## src/rtl/mips_pkg.sv

```systemverilog
// Shared MIPS pipeline definitions: fixed instruction encodings, IF state type and IF/ID payload.
package mips_pkg;

  localparam int unsigned XLEN = 32;

  localparam logic [XLEN-1:0] NOP_INSTR = 32'h0000_0000;
  localparam logic [XLEN-1:0] HALT_WORD = 32'hFFFF_FFFF;

  typedef enum logic {
    RUN    = 1'b0,
    HALTED = 1'b1
  } if_state_t;

  typedef struct packed {
    logic [XLEN-1:0] instruction;
    logic [XLEN-1:0] pc_plus4;
  } if_id_t;

endpackage

```

## src/rtl/if_id_reg.sv

```systemverilog
// Generic pipeline register: data + valid, async reset, hold, and synchronous flush (flush wins).
module if_id_reg #(
  parameter int unsigned DW = 64
) (
  input  logic          clk,
  input  logic          rst_n,
  input  logic          hold,
  input  logic          flush,
  input  logic [DW-1:0] d_data,
  input  logic          d_valid,
  output logic [DW-1:0] q_data,
  output logic          q_valid
);

  logic [DW-1:0] data_q, data_d;
  logic          valid_q, valid_d;

  always_comb begin
    data_d  = data_q;
    valid_d = valid_q;
    if (flush) begin
      data_d  = '0;
      valid_d = 1'b0;
    end else if (!hold) begin
      data_d  = d_data;
      valid_d = d_valid;
    end
  end

  always_ff @(posedge clk or negedge rst_n) begin
    if (!rst_n) begin
      data_q  <= '0;
      valid_q <= 1'b0;
    end else begin
      data_q  <= data_d;
      valid_q <= valid_d;
    end
  end

  assign q_data  = data_q;
  assign q_valid = valid_q;

endmodule

```

## src/rtl/instruction_fetch.sv

```systemverilog
// MIPS IF stage: PC register, next-PC mux, RUN/HALTED FSM, feeding the IF/ID register.
// Optional performance counters are built when IF_PERF_CNT_EN is defined.
module instruction_fetch
  import mips_pkg::*;
#(
  parameter logic [31:0] RESET_PC = 32'h0000_0000,
  parameter int unsigned IMEM_AW  = 10
) (
  input  logic               clk,
  input  logic               rst_n,
  input  logic               stall,
  input  logic               redirect_en,
  input  logic [31:0]        redirect_pc,
  output logic [IMEM_AW-1:0] imem_addr,
  input  logic [31:0]        imem_rdata,
  output logic [31:0]        id_instruction,
  output logic [31:0]        id_pc,
  output logic               id_valid,
`ifdef IF_PERF_CNT_EN
  output logic [31:0]        perf_fetch_cnt,
  output logic [31:0]        perf_bubble_cnt,
`endif
  output logic               halted
);

  logic [31:0] pc_q, pc_d;
  if_state_t   state_q, state_d;
  logic        halted_q, halted_d;
  logic [31:0] pc_plus4;
  logic        fetch_load;
  if_id_t      fetch_data, id_data;

  assign pc_plus4   = pc_q + 32'd4;
  assign fetch_load = !redirect_en && !stall && (state_q == RUN);

  // Next PC / state; redirect outranks stall, stall outranks fetch.
  always_comb begin
    pc_d       = pc_q;
    state_d    = state_q;
    fetch_data = '{instruction: imem_rdata, pc_plus4: pc_plus4};
    if (state_q == HALTED) begin
      fetch_data = '{instruction: NOP_INSTR, pc_plus4: 32'h0};
    end
    if (redirect_en) begin
      pc_d    = redirect_pc & ~32'h3;
      state_d = RUN;
    end else if (fetch_load) begin
      if (imem_rdata == HALT_WORD) begin
        state_d = HALTED;
      end else begin
        pc_d = pc_plus4;
      end
    end
    halted_d = (state_d == HALTED);
  end

  always_ff @(posedge clk or negedge rst_n) begin
    if (!rst_n) begin
      pc_q     <= RESET_PC;
      state_q  <= RUN;
      halted_q <= 1'b0;
    end else begin
      pc_q     <= pc_d;
      state_q  <= state_d;
      halted_q <= halted_d;
    end
  end

  // Halted cycles load a bubble, so the halt word reaches ID exactly once.
  if_id_reg #(.DW($bits(if_id_t))) u_if_id_reg (
    .clk     (clk),
    .rst_n   (rst_n),
    .hold    (stall),
    .flush   (redirect_en),
    .d_data  (fetch_data),
    .d_valid (state_q == RUN),
    .q_data  (id_data),
    .q_valid (id_valid)
  );

  assign imem_addr      = pc_q[IMEM_AW+1:2];
  assign id_instruction = id_data.instruction;
  assign id_pc          = id_data.pc_plus4;
  assign halted         = halted_q;

`ifdef IF_PERF_CNT_EN
  logic [31:0] fetch_cnt_q, fetch_cnt_d;
  logic [31:0] bubble_cnt_q, bubble_cnt_d;

  // Saturating event counters.
  always_comb begin
    fetch_cnt_d  = fetch_cnt_q;
    bubble_cnt_d = bubble_cnt_q;
    if (fetch_load && (fetch_cnt_q != 32'hFFFF_FFFF)) begin
      fetch_cnt_d = fetch_cnt_q + 32'd1;
    end
    if ((stall || redirect_en) && (bubble_cnt_q != 32'hFFFF_FFFF)) begin
      bubble_cnt_d = bubble_cnt_q + 32'd1;
    end
  end

  always_ff @(posedge clk or negedge rst_n) begin
    if (!rst_n) begin
      fetch_cnt_q  <= 32'h0;
      bubble_cnt_q <= 32'h0;
    end else begin
      fetch_cnt_q  <= fetch_cnt_d;
      bubble_cnt_q <= bubble_cnt_d;
    end
  end

  assign perf_fetch_cnt  = fetch_cnt_q;
  assign perf_bubble_cnt = bubble_cnt_q;
`endif

endmodule
```

## config.mk

```make
export PLATFORM = sky130hd
export DESIGN_NAME = instruction_fetch
export DESIGN_NICKNAME = d
export VERILOG_FILES = /design/src/rtl/mips_pkg.sv /design/src/rtl/if_id_reg.sv /design/src/rtl/instruction_fetch.sv
export SDC_FILE = /design/constraint.sdc
export NUM_CORES = 1
export LEC_CHECK = 0
export ABC_AREA = 1
export CORE_ASPECT_RATIO = 0.5
export CORE_MARGIN = 3
export CORE_UTILIZATION = 48
export CTS_CLUSTER_SIZE = 30
export DETAILED_ROUTE_END_ITERATION = 10
export GPL_ROUTABILITY_DRIVEN = 0
export GPL_TIMING_DRIVEN = 0
export HOLD_SLACK_MARGIN = 0.05
export PLACE_DENSITY = 0.81
export REMOVE_ABC_BUFFERS = 1
export SYNTH_ARGS = -nofsm -noshare
export SYNTH_HDL_FRONTEND = slang
export SYNTH_SLANG_ARGS = --single-unit
export TNS_END_PERCENT = 10
```

## constraint.sdc

```tcl
create_clock -name clk -period 2 [get_ports clk]
set_clock_uncertainty 0.15 [all_clocks]
set_input_delay 0.4 -clock clk [delete_from_list [all_inputs] [get_ports clk]]
set_output_delay 0.4 -clock clk [all_outputs]
set_load 0.03 [all_outputs]
```

## Word-level counts from Yosys, hierarchy flattened

Cells that the tools add are included.

| operators by class | value |
|---|---|
| $add $sub $neg | 1 |
| $mul | 0 |
| div/mod/pow operators | 0 |
| magnitude comparators | 0 |
| eq/ne operators | 3 |
| shifts and indexed selects | 0 |
| mux-type cells | 11 |
| bitwise gates (word level) | 1 |
| reductions and logical operators | 8 |

Operators with widths:

| cell | count |
|---|---|
| $mux W64 | 3 |
| $mux W32 | 3 |
| $add A32 B3 Y32 const B | 1 |
| $eq A32 B32 Y1 const B | 1 |
| $mux W1 | 5 |
| $reduce_and A2 Y1 | 2 |
| $reduce_bool A2 Y1 | 2 |
| $logic_and A1 B1 Y1 | 2 |
| $logic_not A1 Y1 | 2 |
| $ne A2 B1 Y1 const B | 1 |
| $ne A2 B2 Y1 const B | 1 |
| $not A1 Y1 | 1 |

| storage, ports and cells | value |
|---|---|
| flip-flop bits (word level) | 98 |
| bits in latches | 0 |
| RAM bits | 0 |
| ROM bits | 0 |
| input bits | 68 |
| output and inout bits | 76 |
| logic and storage cells | 28 |
| memories kept | 0 |

## Logic depth before layout (Yosys ltp)

Gate-level depths: netlist of the first run.

| depth | value |
|---|---|
| depth after elaboration | 5 |
| mapped depth | 10 |

## By module

A second synthesis of the first run with hierarchy kept.

| second synthesis, totals | value |
|---|---|
| cell total of the unflattened synthesis | 771 |
| area, all modules | 5,436.5 um^2 |

By module, submodules not included:

| module | times used | cells an instance | area each (um^2) | seq. area each (um^2) |
|---|---|---|---|---|
| instruction_fetch | 1 | 488 | 2,871.5 | 775.7 |
| if_id_reg | 1 | 283 | 2,565.0 | 1,626.6 |

## Worst setup path before layout of the first run

No wires, ideal clock.

| timing | value |
|---|---|
| path kind | register to register |
| from | register pc_q[2] |
| to | register pc_q[26] |
| arrival | 1,384 ps |
| data required time | 1,725 ps |
| setup slack | 342 ps |
| stages on the path, launching flop included | 11 |
| path through | dfrtp_1 > ha_1 > nand2_1 > nor2_2 > nand2_4 > nor2_4 > nand2_1 > nand2_1 > nand2_1 > nand2_1 > nand3_1 |

| on the way | value |
|---|---|
| word-level cells in the longest chain between the ends | 4 |

RTL lines:

| what | line | RTL |
|---|---|---|
| start: declaration | instruction_fetch.sv:26 | `logic [31:0] pc_q, pc_d;` |
| start signal: assignment | instruction_fetch.sv:63 | `pc_q <= pc_d;` |
| $add A32 B3 Y32 | instruction_fetch.sv:33 | `assign pc_plus4 = pc_q + 32'd4;` |
| $mux W32 | instruction_fetch.sv:48 | `if (imem_rdata == HALT_WORD) begin` |
| $mux W32 | instruction_fetch.sv:47 | `end else if (fetch_load) begin` |
| $mux W32 | instruction_fetch.sv:44 | `if (redirect_en) begin` |

No other way between the ends. The select of a mux whose other input is x is not followed.
A chain may end at the register's enable or synchronous reset.

## Final worst setup path of the first run

| timing | value |
|---|---|
| from | register u_if_id_reg.data_q[9], in the netlist u_if_id_reg.q_data[9] |
| to | output port id_pc[9] |

RTL lines:

| what | line | RTL |
|---|---|---|
| start: declaration | if_id_reg.sv:15 | `logic [DW-1:0] data_q, data_d;` |
| start signal: assignment | if_id_reg.sv:35 | `data_q <= data_d;` |
| end: declaration | instruction_fetch.sv:17 | `output logic [31:0] id_pc,` |

No word-level cell between the ends.

==> results of run 1 <==
-- stage by stage --
stage	setup slack, ps	std cells
2_1_floorplan	-452.4	557
3_3_place_gp	-3249	833
3_5_place_dp	-2137	836
4_1_cts	4.592	853
5_1_grt	2.425	862
6_report	39.46	862
-- logic make-up (layout without fill, tap and decap cells) --
logic type	count (synthesis)	after routing	synth area share
compound gates	55	55	0.09782
xor+xnor	6	6	0.01064
fa+ha+maj	1	1	0.002534
buf+inv	61	186	0.06487
flops	95	95	0.4815
simple gates	383	384	0.3426
-- per-layer routing --
layer / vias to the layer above / track usage
met4: 0 / 0.05479
met2: 124 / 0.3815
met5: - / 0
li1: 2257 / -
met1: 2279 / 0.3312
met3: 14 / 0.07118
-- report_power, final --
group	internal [W]	switching [W]	total, W	leakage [nW]
Combinational	0.000444	0.000609	0.00105	1.64
Clock	0.00107	0.000749	0.00182	0.159
Sequential	0.00206	0.000139	0.00220	1.23
-- Yosys cell counts --
library cell  count
a22oi_1           4
nor2_1           48
a31o_2            4
buf_6             1
o21ai_1           2
and2_1            2
buf_4            15
o21bai_1          2
nand4_1           3
nand3b_1         11
nand2_4           2
nand3_2           1
inv_2             3
clkbuf_1         12
o21a_1            1
xor2_1            1
nand2_1         203
dfrtp_1          95
buf_1             2
nor2_4            3
nor2_2           10
nand3_1          95
ha_1              1
inv_1            14
and3_1            1
buf_2            13
xnor2_1           5
nand2_2           4
a32o_1           35
buf_8             1
o21ai_0           7
-- cell type report --
type / instances / area share
Inverter: 17 / 0.01200
Multi-Input combinational cell: 446 / 0.3372
Sequential cell: 95 / 0.3511
Clock inverter: 4 / 0.007756
Tap cell: 135 / 0.02493
Timing Repair Buffer: 153 / 0.2277
Clock buffer: 12 / 0.03934
-- timing repair --
action	in CTS	in global routing
endpoints found under the hold margin	34	0
buffers inserted	0	8
gates resized for setup	23	9
hold buffers	1	0
pin swaps	0	2
setup endpoints to repair	105	71
cloned	0	1
-- flip-flops by register name, summed over array words and instances (netlist names) --
name,flops
u_if_id_reg.q_valid,1
halted,1
pc_q,30
u_if_id_reg.q_data,63
-- worst paths after layout --
| path | endpoint | cells after the start |
|---|---|---|
| max in group asynchronous | halted | 3 |
| max | id_pc[9] | 1 |
| min in group asynchronous | u_if_id_reg.q_data[24] | 2 |
| max reg2reg | pc_q[30] | 10 |
| min | pc_q[7] | 3 |
| min reg2reg | u_if_id_reg.q_data[26] | 2 |
==> results.sh, run 1 <==
export IMPL_run_status="finished clean"
export IMPL_finalPower_w=0.005081
export IMPL_worst_setup_path_type="register to output pin"
export IMPL_crit_start="u_if_id_reg.q_data[9]"
export IMPL_maxSlewViolCount=0
export IMPL_grt_first_pass_wirelength_um=22800
export IMPL_gr_ovfl_total=0
export IMPL_met2RoutedLength_um=6583
export IMPL_drt_met1_wl_um=6000
export IMPL_starting_density=0.5075
export IMPL_worst_ep_required_ps=1450
export IMPL_placedInstanceArea_mm2=0.006331
export IMPL_clk_path_buf_depth=2
export IMPL_static_leakage_power_nw=3.036
export IMPL_yosys_top_cells_area="dfrtp_1, nand2_1, nand3_1"
export IMPL_max_slew_margin=0.6780
export IMPL_tritoncts="done"
export IMPL_num_nets_final=791
export IMPL_yosysTopAreaCellShare=0.4815
export IMPL_setup_reg_to_reg_worst_slack_ps=160
export IMPL_num_antenna_cells=0
export IMPL_clk_transition_reported_paths_ps=70
export IMPL_dp_hpwl_um=9133
export IMPL_drive_above_1_share=0.08391
export IMPL_io_buffers=141
export IMPL_ys_warnings_count=0
export IMPL_syn_mean_instance_area_um2=8.215
export IMPL_fin_tns_setup_ps=0
export IMPL_worst_path_largest_cell_delay_ps=710
export IMPL_hold_wc_path_type="input port to register"
export IMPL_fp_row_count=25
export IMPL_final_hold_viol_count=0
export IMPL_clkLatencyLatePin_ps=340
export IMPL_layout_area_overhead_vs_synth_pct=37.23
export IMPL_synth_cell_area_mm2=0.004937
export IMPL_ys_ff_latch=95
export IMPL_slowest_stage="clkdlybuf4s50_1"
export IMPL_post_route_period_util=0.9803
export IMPL_layout_core_utilization=0.6965
export IMPL_avgRoutedWirePerCell_um=15.81
export IMPL_timing_hold_worst_start="redirect_en"
export IMPL_cp_start_kind="register"
export IMPL_clock_root_buffer="clkbuf_16"
export IMPL_cap_viol_max_count=0
export IMPL_critPathCaptureType="output pin"
export IMPL_mostFrequentLayoutCells="nand2_1, clkdlybuf4s50_1, nand3_1"
export IMPL_timing_final_crit_period_ps=1961
export IMPL_setup_viol=0
export IMPL_boundaryPins=144
export IMPL_dieWidth_um=149.4
export IMPL_fin_area_mm2=0.006775
export IMPL_critical_path_cell_chain="clkdlybuf4s50_1"
export IMPL_synth_top_area_cell="dfrtp_1"
export IMPL_cts_sink_count=95
export IMPL_cts_made_buffers=9
export IMPL_worst_slew_pin_transition_ps=483.0
export IMPL_vias_per_cell=5.422
export IMPL_drc=0
export IMPL_drt_total_wl_um=13630
export IMPL_vdd_drop_max_v=0.0004537
export IMPL_die_area_mm2=0.01161
export IMPL_clock_fmax_mhz=510.1
export IMPL_timing_critical_path_arrival_ps=1410
export IMPL_cts_htree_levels=3
export IMPL_core_area_mm2=0.009728
export IMPL_floorplan_die_height_um=77.72
export IMPL_kind_of_cell_with_the_highest_combined_delay_on_the_critical_path="buffers and inverters"
export IMPL_final_common_cell="nand2_1"
export IMPL_vias=4674
export IMPL_maximum_number_of_pins_on_one_net_before_global_route_repair=70
export IMPL_rsz_0062_raised_after_global_routing="no"
export IMPL_seqCellArea_mm2=0.002379
export IMPL_global_route_usage_total=0.2413
export IMPL_final_hold_worst_slack_ps=288.5
export IMPL_syn_instance_count=601
export IMPL_critical_path_reg2reg_startpoint="pc_q[2]"
export IMPL_synth_sequential_area_ratio=0.4815
export IMPL_routed_wl_met3_um=892
export IMPL_multiInputGateArea_mm2=0.002285
export IMPL_cp_num_buf_inv=1
export IMPL_critical_path_maximum_fanout=2
export IMPL_detailedRoute_firstIterationViolations=322
export IMPL_top_signal_layer_used="met4"
export IMPL_detailedRoute_firstPassIterationCount=5
export IMPL_first_global_vias=4668
export IMPL_number_of_antenna_violations_at_the_first_check_in_global_routing=0
export IMPL_yosys_cell_types_count=31
export IMPL_ant_nets_after_route=0
export IMPL_num_fill_cells=796
export IMPL_p_per_area_mw_per_mm2=749.9
(Power assumes the default switching activity.)
==> run 2: changes to the inputs <==
--- a/config.mk
+++ b/config.mk
@@ -16,6 +16,7 @@
 export HOLD_SLACK_MARGIN = 0.05
 export PLACE_DENSITY = 0.81
 export REMOVE_ABC_BUFFERS = 1
+export SLEW_MARGIN = 10
 export SYNTH_ARGS = -nofsm -noshare
 export SYNTH_HDL_FRONTEND = slang
 export SYNTH_SLANG_ARGS = --single-unit
==> run 2 against run 1 <==
Fmax is 0.70% higher. Via count hardly changed. Non-clock buffer count is 8 lower. Hold slack better by 8.5 ps. Clock-buffer cell count is 1 lower. Sequential share of layout area is 0.39 points higher. Wire length is 0.37% higher. Cell count is 1.0% lower. Worst setup slack better by 14 ps. Sequential cell count stayed put. Final area is 1.1% lower. Critical endpoint is now id_instruction[26]. Highest routed layer unchanged.
==> results.sh, run 2 (synthesized netlist as in run 1, its figures left out) <==
export IMPL_timing_critical_path_arrival_ps=1400
export IMPL_tritoncts="done"
export IMPL_end_of_the_worst_hold_path="pc_q[24]"
export IMPL_vdd_drop_max_v=0.0004838
export IMPL_drt_total_wl_um=13680
export IMPL_grt_util_met1=0.3383
export IMPL_timing_final_crit_period_ps=1947
export IMPL_layout_area_overhead_vs_synth_pct=35.71
export IMPL_starting_density=0.5075
export IMPL_setup_reg_to_reg_worst_slack_ps=170
export IMPL_share_seq_of_total_power=0.448
export IMPL_p_int_w=0.003464
export IMPL_timing_hold_worst_path_depth=3
export IMPL_vias_per_cell=5.483
export IMPL_num_antenna_cells=0
export IMPL_first_global_vias=4778
export IMPL_post_route_period_util=0.9735
export IMPL_rsz_0062_raised_after_global_routing="no"
export IMPL_clock_fmax_mhz=513.6
export IMPL_fin_tns_setup_ps=0
export IMPL_critical_path_cell_chain="clkdlybuf4s50_1"
export IMPL_drc=0
export IMPL_clkPwrFrac=0.339
export IMPL_comb_power_share=0.213
export IMPL_worst_slew_pin_transition_ps=485.8
export IMPL_r2r_cells=10
export IMPL_num_nets_final=783
export IMPL_reg2reg_to="pc_q[20]"
export IMPL_floorplan_die_height_um=77.72
export IMPL_detailedRoute_firstIterationViolations=324
export IMPL_final_common_cell="nand2_1"
export IMPL_core_area_mm2=0.009728
export IMPL_gr_ovfl_total=0
export IMPL_drive_above_1_share=0.06964
export IMPL_p_per_area_mw_per_mm2=734.7
export IMPL_fin_area_mm2=0.006700
export IMPL_slowest_stage="clkdlybuf4s50_1"
export IMPL_postLayoutSetupSlackWorst_ps=52.99
export IMPL_worst_path_largest_cell_delay_ps=700
export IMPL_net_switching_component_of_the_power_w=0.001459
export IMPL_ant_nets_after_route=0
export IMPL_run_status="finished clean"
export IMPL_maximum_number_of_pins_on_one_net_before_global_route_repair=70
export IMPL_cts_sink_count=95
export IMPL_vias=4677
export IMPL_clkLatencyLatePin_ps=340
export IMPL_max_slew_margin=0.6761
export IMPL_maxSlewViolCount=0
export IMPL_clk_transition_reported_paths_ps=60
export IMPL_place_worst_setup_slack_ps=-1062
export IMPL_die_area_mm2=0.01161
export IMPL_clk_path_buf_depth=2
export IMPL_cp_start_kind="register"
export IMPL_globalRouteMet2Util=0.3968
export IMPL_dp_hpwl_um=9134
export IMPL_final_hold_viol_count=0
export IMPL_grt_first_pass_wirelength_um=23360
export IMPL_critical_path_maximum_fanout=2
export IMPL_mostFrequentLayoutCells="nand2_1, clkdlybuf4s50_1, nand3_1"
export IMPL_critPathCaptureType="output pin"
export IMPL_cp_num_buf_inv=1
export IMPL_max_reg_flops=63
export IMPL_boundaryPins=144
export IMPL_avgRoutedWirePerCell_um=16.03
export IMPL_kind_of_cell_with_the_highest_combined_delay_on_the_critical_path="buffers and inverters"
export IMPL_dieWidth_um=149.4
export IMPL_placedInstanceArea_mm2=0.006326
export IMPL_met3_usage=0.06301
export IMPL_final_hold_worst_slack_ps=297.0
export IMPL_timing_hold_worst_start="redirect_en"
export IMPL_io_buffers=141
export IMPL_worst_ep_required_ps=1450
export IMPL_global_route_usage_total=0.2456
export IMPL_critical_path_reg2reg_startpoint="pc_q[2]"
export IMPL_layout_core_utilization=0.6887
export IMPL_timing_critical_path_depth=1
export IMPL_worst_setup_path_type="register to output pin"
export IMPL_globalRoute_busiestLayer="met2"
export IMPL_clock_root_buffer="clkbuf_16"
export IMPL_cap_viol_max_count=0
export IMPL_number_of_antenna_violations_at_the_first_check_in_global_routing=0
export IMPL_setup_viol=0
export IMPL_cts_htree_levels=3
export IMPL_fp_row_count=25
export IMPL_detailedRoute_firstPassIterationCount=5
export IMPL_cts_made_buffers=9
export IMPL_power_switching_fraction=0.2963
export IMPL_static_leakage_power_nw=2.950
export IMPL_hold_wc_path_type="input port to register"
run 2: cell count changes in the layout (fill, tap and decap cells not counted), sizes merged:
cell          before  now
buf               13    6
clkinv             4    3
dlygate4sd2       10   11
clkbuf            13   11
dlymetal6s2s       1    0
clkinvlp           0    1
run 2: worst max-delay path by stage:
| stage | startpoint | to | slack [ps] |
|---|---|---|---|
| floorplan | redirect_en | pc_q[16] | -450 |
| global route | u_if_id_reg.q_data[58] | id_instruction[26] | 1 |
| global placement | rst_n | u_if_id_reg.q_data[48] | -3250 |
| detailed placement | redirect_en | pc_q[16] | -1060 |
| CTS | redirect_en | pc_q[16] | 10 |
| finish | u_if_id_reg.q_data[58] | id_instruction[26] | 50 |
run 2: per-stage QoR:
step / total power, W / instances
floorplan: 0.002740 / 557
global placement: 0.003259 / 833
detailed placement: 0.003288 / 836
CTS: 0.004947 / 853
global route: 0.005156 / 853
finish: 0.004923 / 853
run 2: cell type report:
| cell class | count | area, µm² |
|---|---|---|
| clock buffer | 11 | 232.7 |
| clock inverter | 4 | 47.55 |
| fill | 800 | 3028 |
| inverter | 17 | 92.59 |
| multi-input combinational | 446 | 2303 |
| sequential | 95 | 2379 |
| tap | 135 | 168.9 |
| timing repair buffer | 145 | 1476 |
run 2: power groups by stage:
| stage | sequential (W) | combinational [W] | clock [W] |
|---|---|---|---|
| 4_1_cts | 0.00220 | 0.00105 | 0.00169 |
| 3_5_place_dp | 0.00223 | 0.00105 | 0 |
| 3_3_place_gp | 0.00223 | 0.00103 | 0 |
| 6_report | 0.00220 | 0.00105 | 0.00167 |
| 2_1_floorplan | 0.00242 | 0.000323 | 0 |
| 5_1_grt | 0.00223 | 0.00114 | 0.00179 |
run 2: metal layers:
metal	wire [µm]	part of all wire	up-vias
li1	-	-	2245
met1	5985	0.44	2258
met2	6577	0.48	149
met3	945	0.069	25
met4	168	0.012	0
met5	0	0	-
run 2: what timing repair did:
| item | in CTS | in global routing |
|---|---|---|
| endpoints found under the hold margin | 34 | 0 |
| gates cloned | 1 | 0 |
| endpoints found under the setup margin | 95 | 83 |
| pin swaps | 1 | 0 |
| resized for setup | 20 | 9 |
| buffers inserted | 0 | 0 |
| hold buffers | 1 | 0 |
==> variant 1, RTL diff (flow settings as in run 2) <==
Add a define of `IF_PERF_CNT_EN`.
--- a/src/rtl/instruction_fetch.sv
+++ b/src/rtl/instruction_fetch.sv
@@ -1,5 +1,7 @@
 // MIPS IF stage: PC register, next-PC mux, RUN/HALTED FSM, feeding the IF/ID register.
 // Optional performance counters are built when IF_PERF_CNT_EN is defined.
+`define IF_PERF_CNT_EN
+
 module instruction_fetch
   import mips_pkg::*;
 #(
Behaviour (old outputs only; new: perf_bubble_cnt and perf_fetch_cnt): unchanged (Yosys induction, for registers that start in step).
==> variant 1 against run 2 <==
- final cell count grew 100%
- maximum frequency fell by 0.35%
- setup slack got worse by 6.7 ps
- routed wire length is 96% higher
- combinational power grew 72%
- synthesized area up 81%
- total power is 86% higher
- sequential cell count rose by 64
- final area up 77%
- non-clock buffer count rose by 75
- worst hold slack got worse by 12 ps
- critical path type unchanged
- highest routed layer unchanged
==> variant 1: results (changes against run 2) <==
[outcome]
status=finished clean

[place]
port_buffers=205  ; +45%
hpwl_mm=18.2  ; +100%
pre_cts_ws_ps=-1620  ; -554 ps
dp.cells=1663  ; +99%
post_dp_cell_area_um2=11100  ; +75%

[routing]
wl_mm=26.9  ; +96%
wl_per_cell_um=15.7  ; -2.1%
drt_iter0_drc=839  ; +160%
vias_per_cell=5.33  ; -2.8%

[hold_path]
holdPathEnd=pc_q[22]$_DFFE_PN0P_
hp-start=redirect_en

[critical_path]
crit_slowest_cell=dfrtp_1
crit_fanout=4  ; +2
crit_end=halted
cp_slowest_stage_delay_ps=500  ; -200 ps
r2r.worst_path.cells=9  ; -1
crit_family=flip-flops
startpoint=halted$_DFFE_PN0P_
reg2reg_slack_ps=60  ; -110 ps
r2r-start=perf_bubble_cnt[30]$_DFFE_PN0P_

[clock_network]
post_cts_buffers=5  ; +5
ctsResizeCount=158  ; +690%
worstSkewPairLatency_ps=430  ; +90 ps
cts_buffers=17  ; +8
htreeDepth=4  ; +1

[timing]
max_slew.worst_pin.slew_ps=823  ; +337 ps
hold-worst-slack_ps=285  ; -12.4 ps
hold_viol_final=0  ; unchanged
post-route-min-period_ps=1950  ; +6.74 ps

[yosys]
synth_seq_area_share_pct=44.5  ; -3.6 points
synthXorXnorAreaFrac_pct=3.24  ; +2.2 points
synth-compound-area-share_pct=5.17  ; -4.6 points
ys_top_cells_by_count=619 x nand2_1, 159 x dfrtp_1, 155 x nor2_1, 72 x nand3_1, 53 x inv_1
ys_types=27  ; -13%
avgSynthCellArea_um2=7.05  ; -14%
yosys-top-cells-area=dfrtp_1 45%, nand2_1 26%, nor2_1 6.5%, nand3_1 4.0%, a22o_1 3.4%
synth_fa_ha_area_share_pct=0.420  ; +0.17 points

[power_and_ir_drop]
power.leakage_nw=6.10  ; +110%
irDropWorstVdd_uv=717  ; +48%

[global_route]
grt_pass1_vias=8865  ; +86%
grt_use_total_pct=26.5  ; +2.0 points
grt_pass1_wl_mm=43.5  ; +86%
grt_max_degree=101  ; +44%

[layout]
drive_gt1_share_pct=6.03  ; -0.94 points
fin_nets=1535  ; +96%
fill_cells=1563  ; +95%

## variant 1: logic make-up (layout without fill, tap and decap cells)
| kind of cell | after synthesis | in the layout |
|---|---|---|
| XOR/XNOR | 33 | 33 |
| flip-flops | 159 | 159 |
| adder cells (fa/ha/maj) | 3 | 3 |
| AND/OR/NAND/NOR | 902 | 906 |
| buffers and inverters | 105 | 311 |
| AO/OA/AOI/OAI | 65 | 65 |
## variant 1: final cells by class
cell class                      count  area [µm²]  area share, %
Sequential cell                   159        3980           33.6
Timing Repair Buffer              220        2080           17.6
Multi-Input combinational cell   1007        4630           39.0
Inverter                           59         243           2.05
Clock inverter                     14         191           1.61
Clock buffer                       18         439           3.70
Tap cell                          234         293           2.47
## variant 1: per-layer routing
| metal | up-vias | track usage [%] | share of wire, % | wire (µm) |
|---|---|---|---|---|
| met4 | 0 | 10.2 | 2.5 | 674 |
| met1 | 4311 | 33.7 | 42 | 11200 |
| li1 | 4381 | - | - | - |
| met2 | 357 | 46.9 | 50 | 13400 |
| met3 | 70 | 3.72 | 5.7 | 1540 |
| met5 | - | 0 | 0 | 0 |
## variant 1: power groups by stage
stage / logic, mW / registers, mW / clock network (mW)
6_report: 1.81 / 3.77 / 3.55
3_5_place_dp: 1.87 / 3.82 / 0
5_1_grt: 1.97 / 3.81 / 3.73
4_1_cts: 1.78 / 3.76 / 3.58
3_3_place_gp: 1.81 / 3.81 / 0
2_1_floorplan: 0.626 / 4.16 / 0
## variant 1: worst register-to-register path: cells and delay by family, from the launching register on
family,cells,cell delay [ps]
flip-flops,1,420
buffers and inverters,2,190
AND/OR/NAND/NOR,7,1080
==> variant 2, RTL diff (settings of run 2) <==
Made on the original files. Take the reset off `data_q` and load it in a clocked block of its own.
--- a/src/rtl/if_id_reg.sv
+++ b/src/rtl/if_id_reg.sv
@@ -29,12 +29,14 @@
 
   always_ff @(posedge clk or negedge rst_n) begin
     if (!rst_n) begin
-      data_q  <= '0;
       valid_q <= 1'b0;
     end else begin
-      data_q  <= data_d;
       valid_q <= valid_d;
     end
+  end
+
+  always_ff @(posedge clk) begin
+    data_q <= data_d;
   end
 
   assign q_data  = data_q;
Behaviour: not the same (Yosys sat finds a counterexample within 4 cycles, from zero or initial values and one cycle with rst_n low).
==> variant 2 against run 2 <==
- die area decreased by 8.0%
- critical path type unchanged
- routed wire length decreased by 9.8%
- largest power group unchanged
- setup slack got worse by 15 ps
- first-iteration DRC count decreased by 27%
- synthesized cell count decreased by 1.3%
- synthesized area decreased by 8.4%
- largest cell class is now multi-input gates
- total power about the same
- final area decreased by 7.4%
- sequential cell count unchanged
- highest routed layer unchanged
- global-route usage decreased by 0.99 points
==> variant 2: results (changes against run 2) <==
[layout]
fill_cells=742  ; -7.2%
drive_gt1_share_pct=6.38  ; -0.58 points
buffers=146  ; +0.69%
multi_input_gates=432  ; -3.1%
n_all_inverters=32  ; +15
nonClkBufAreaFrac_pct=23.4  ; +1.4 points
seq_share_pct=33.2  ; -2.3 points
fin_nets=785  ; +0.26%
clock_area_share_pct=4.41  ; +0.23 points

[hold_path]
holdPathEnd=u_if_id_reg.q_data[26]$_SDFFE_PP0N_
hp-start=u_if_id_reg.q_data[26]$_SDFFE_PP0N_
min_delay_path_depth=2  ; -1
hold_class=reg2reg

[global_route]
grt.met3_usage_pct=8.69  ; +2.4 points
grt_use_total_pct=23.6  ; -0.99 points
grt_use_met1_pct=29.2  ; -4.6 points
grt_pass1_wl_mm=20.3  ; -13%
grt_pass1_vias=4322  ; -9.5%
met2_usage_pct=39.8  ; +0.13 points
grt_max_degree=63  ; -10%

[critical_path]
startpoint=u_if_id_reg.q_data[1]$_SDFFE_PP0N_
crit_fanout=3  ; +1

[yosys]
synth-compound-area-share_pct=8.83  ; -0.95 points
synth_fa_ha_area_share_pct=0.277  ; +0.023 points
yosys-top-cells-area=dfxtp_1 28%, nand2_1 19%, dfrtp_1 18%, nand3_1 7.9%, a22o_1 7.6%
ys_types=26  ; -16%
synthArstFlopShare_pct=33.7  ; -66 points
synth_seq_area_share_pct=45.6  ; -2.5 points
ys_top_cells_by_count=234 x nand2_1, 71 x nand3_1, 63 x dfxtp_1, 40 x nor2_1, 39 x a22o_1
synth_flop_cell=dfxtp_1
synthXorXnorAreaFrac_pct=2.30  ; +1.2 points

[timing]
post-route-min-period_ps=1960  ; +14.8 ps
max_slew.worst_pin.slew_ps=800  ; +314 ps

[routing]
drt_iter0_drc=237  ; -27%
wl_per_cell_um=14.7  ; -8.2%
vias_per_cell=5.16  ; -5.9%

[power_and_ir_drop]
power.leakage_nw=2.76  ; -6.5%

[place]
post_dp_cell_area_um2=5850  ; -7.5%

[outcome]
status=finished clean

==> variant 2: cell count changes in the layout (fill, tap and decap cells not counted), sizes merged, moves of 4 or more <==
cell / change
dfrtp: -63
dfxtp: +63
a22o: +39
a32o: -34
nand2: +31
nand3: -25
inv: +20
nor2: -8
nand3b: -6
xor2: +6
a22oi: -4
a31o: -4
==> variant 2: stage by stage <==
stage / hold slack, ps / util, % / std cells / power (mW) / setup TNS [ps]
5_1_grt: 323 / 69.6 / 838 / 5.15 / -13.4
3_5_place_dp: 289 / 65.6 / 816 / 3.34 / -87560
4_1_cts: 303 / 69.1 / 835 / 4.95 / 0
6_report: 298 / 69.6 / 838 / 4.93 / 0
3_3_place_gp: 285 / 65.4 / 815 / 3.32 / -287280
2_1_floorplan: -45.6 / - / 557 / 2.83 / -51040
==> variant 2: power groups by stage <==
stage	clock, mW	combinational (mW)	sequential [mW]
floorplan	0	0.369	2.46
global placement	0	1.07	2.25
detailed placement	0	1.09	2.26
CTS	1.65	1.08	2.22
global route	1.73	1.18	2.25
finish	1.62	1.08	2.22
==> variant 2: kinds of logic after synthesis <==
| kind of cell | count (synthesis) |
|---|---|
| xor+xnor | 11 |
| buf+inv | 68 |
| fa+ha+maj | 1 |
| flops | 95 |
| simple gates | 369 |
| compound gates | 49 |
==> variant 2: what timing repair did <==
item / CTS / global route
buffers inserted: 1 / 2
endpoints found under the hold margin: 32 / 0
resized for setup: 18 / 2
hold buffers: 1 / 0
gates cloned: 1 / 1
endpoints found under the setup margin: 103 / 28
pin swaps: 1 / 1
==> variant 2: layer usage <==
layer / vias to the layer above / wire length (µm) / part of all wire (%)
li1: 2152 / - / -
met1: 2017 / 5480 / 44
met2: 137 / 5740 / 47
met3: 17 / 969 / 7.9
met4: 0 / 145 / 1.2
met5: - / 0 / 0
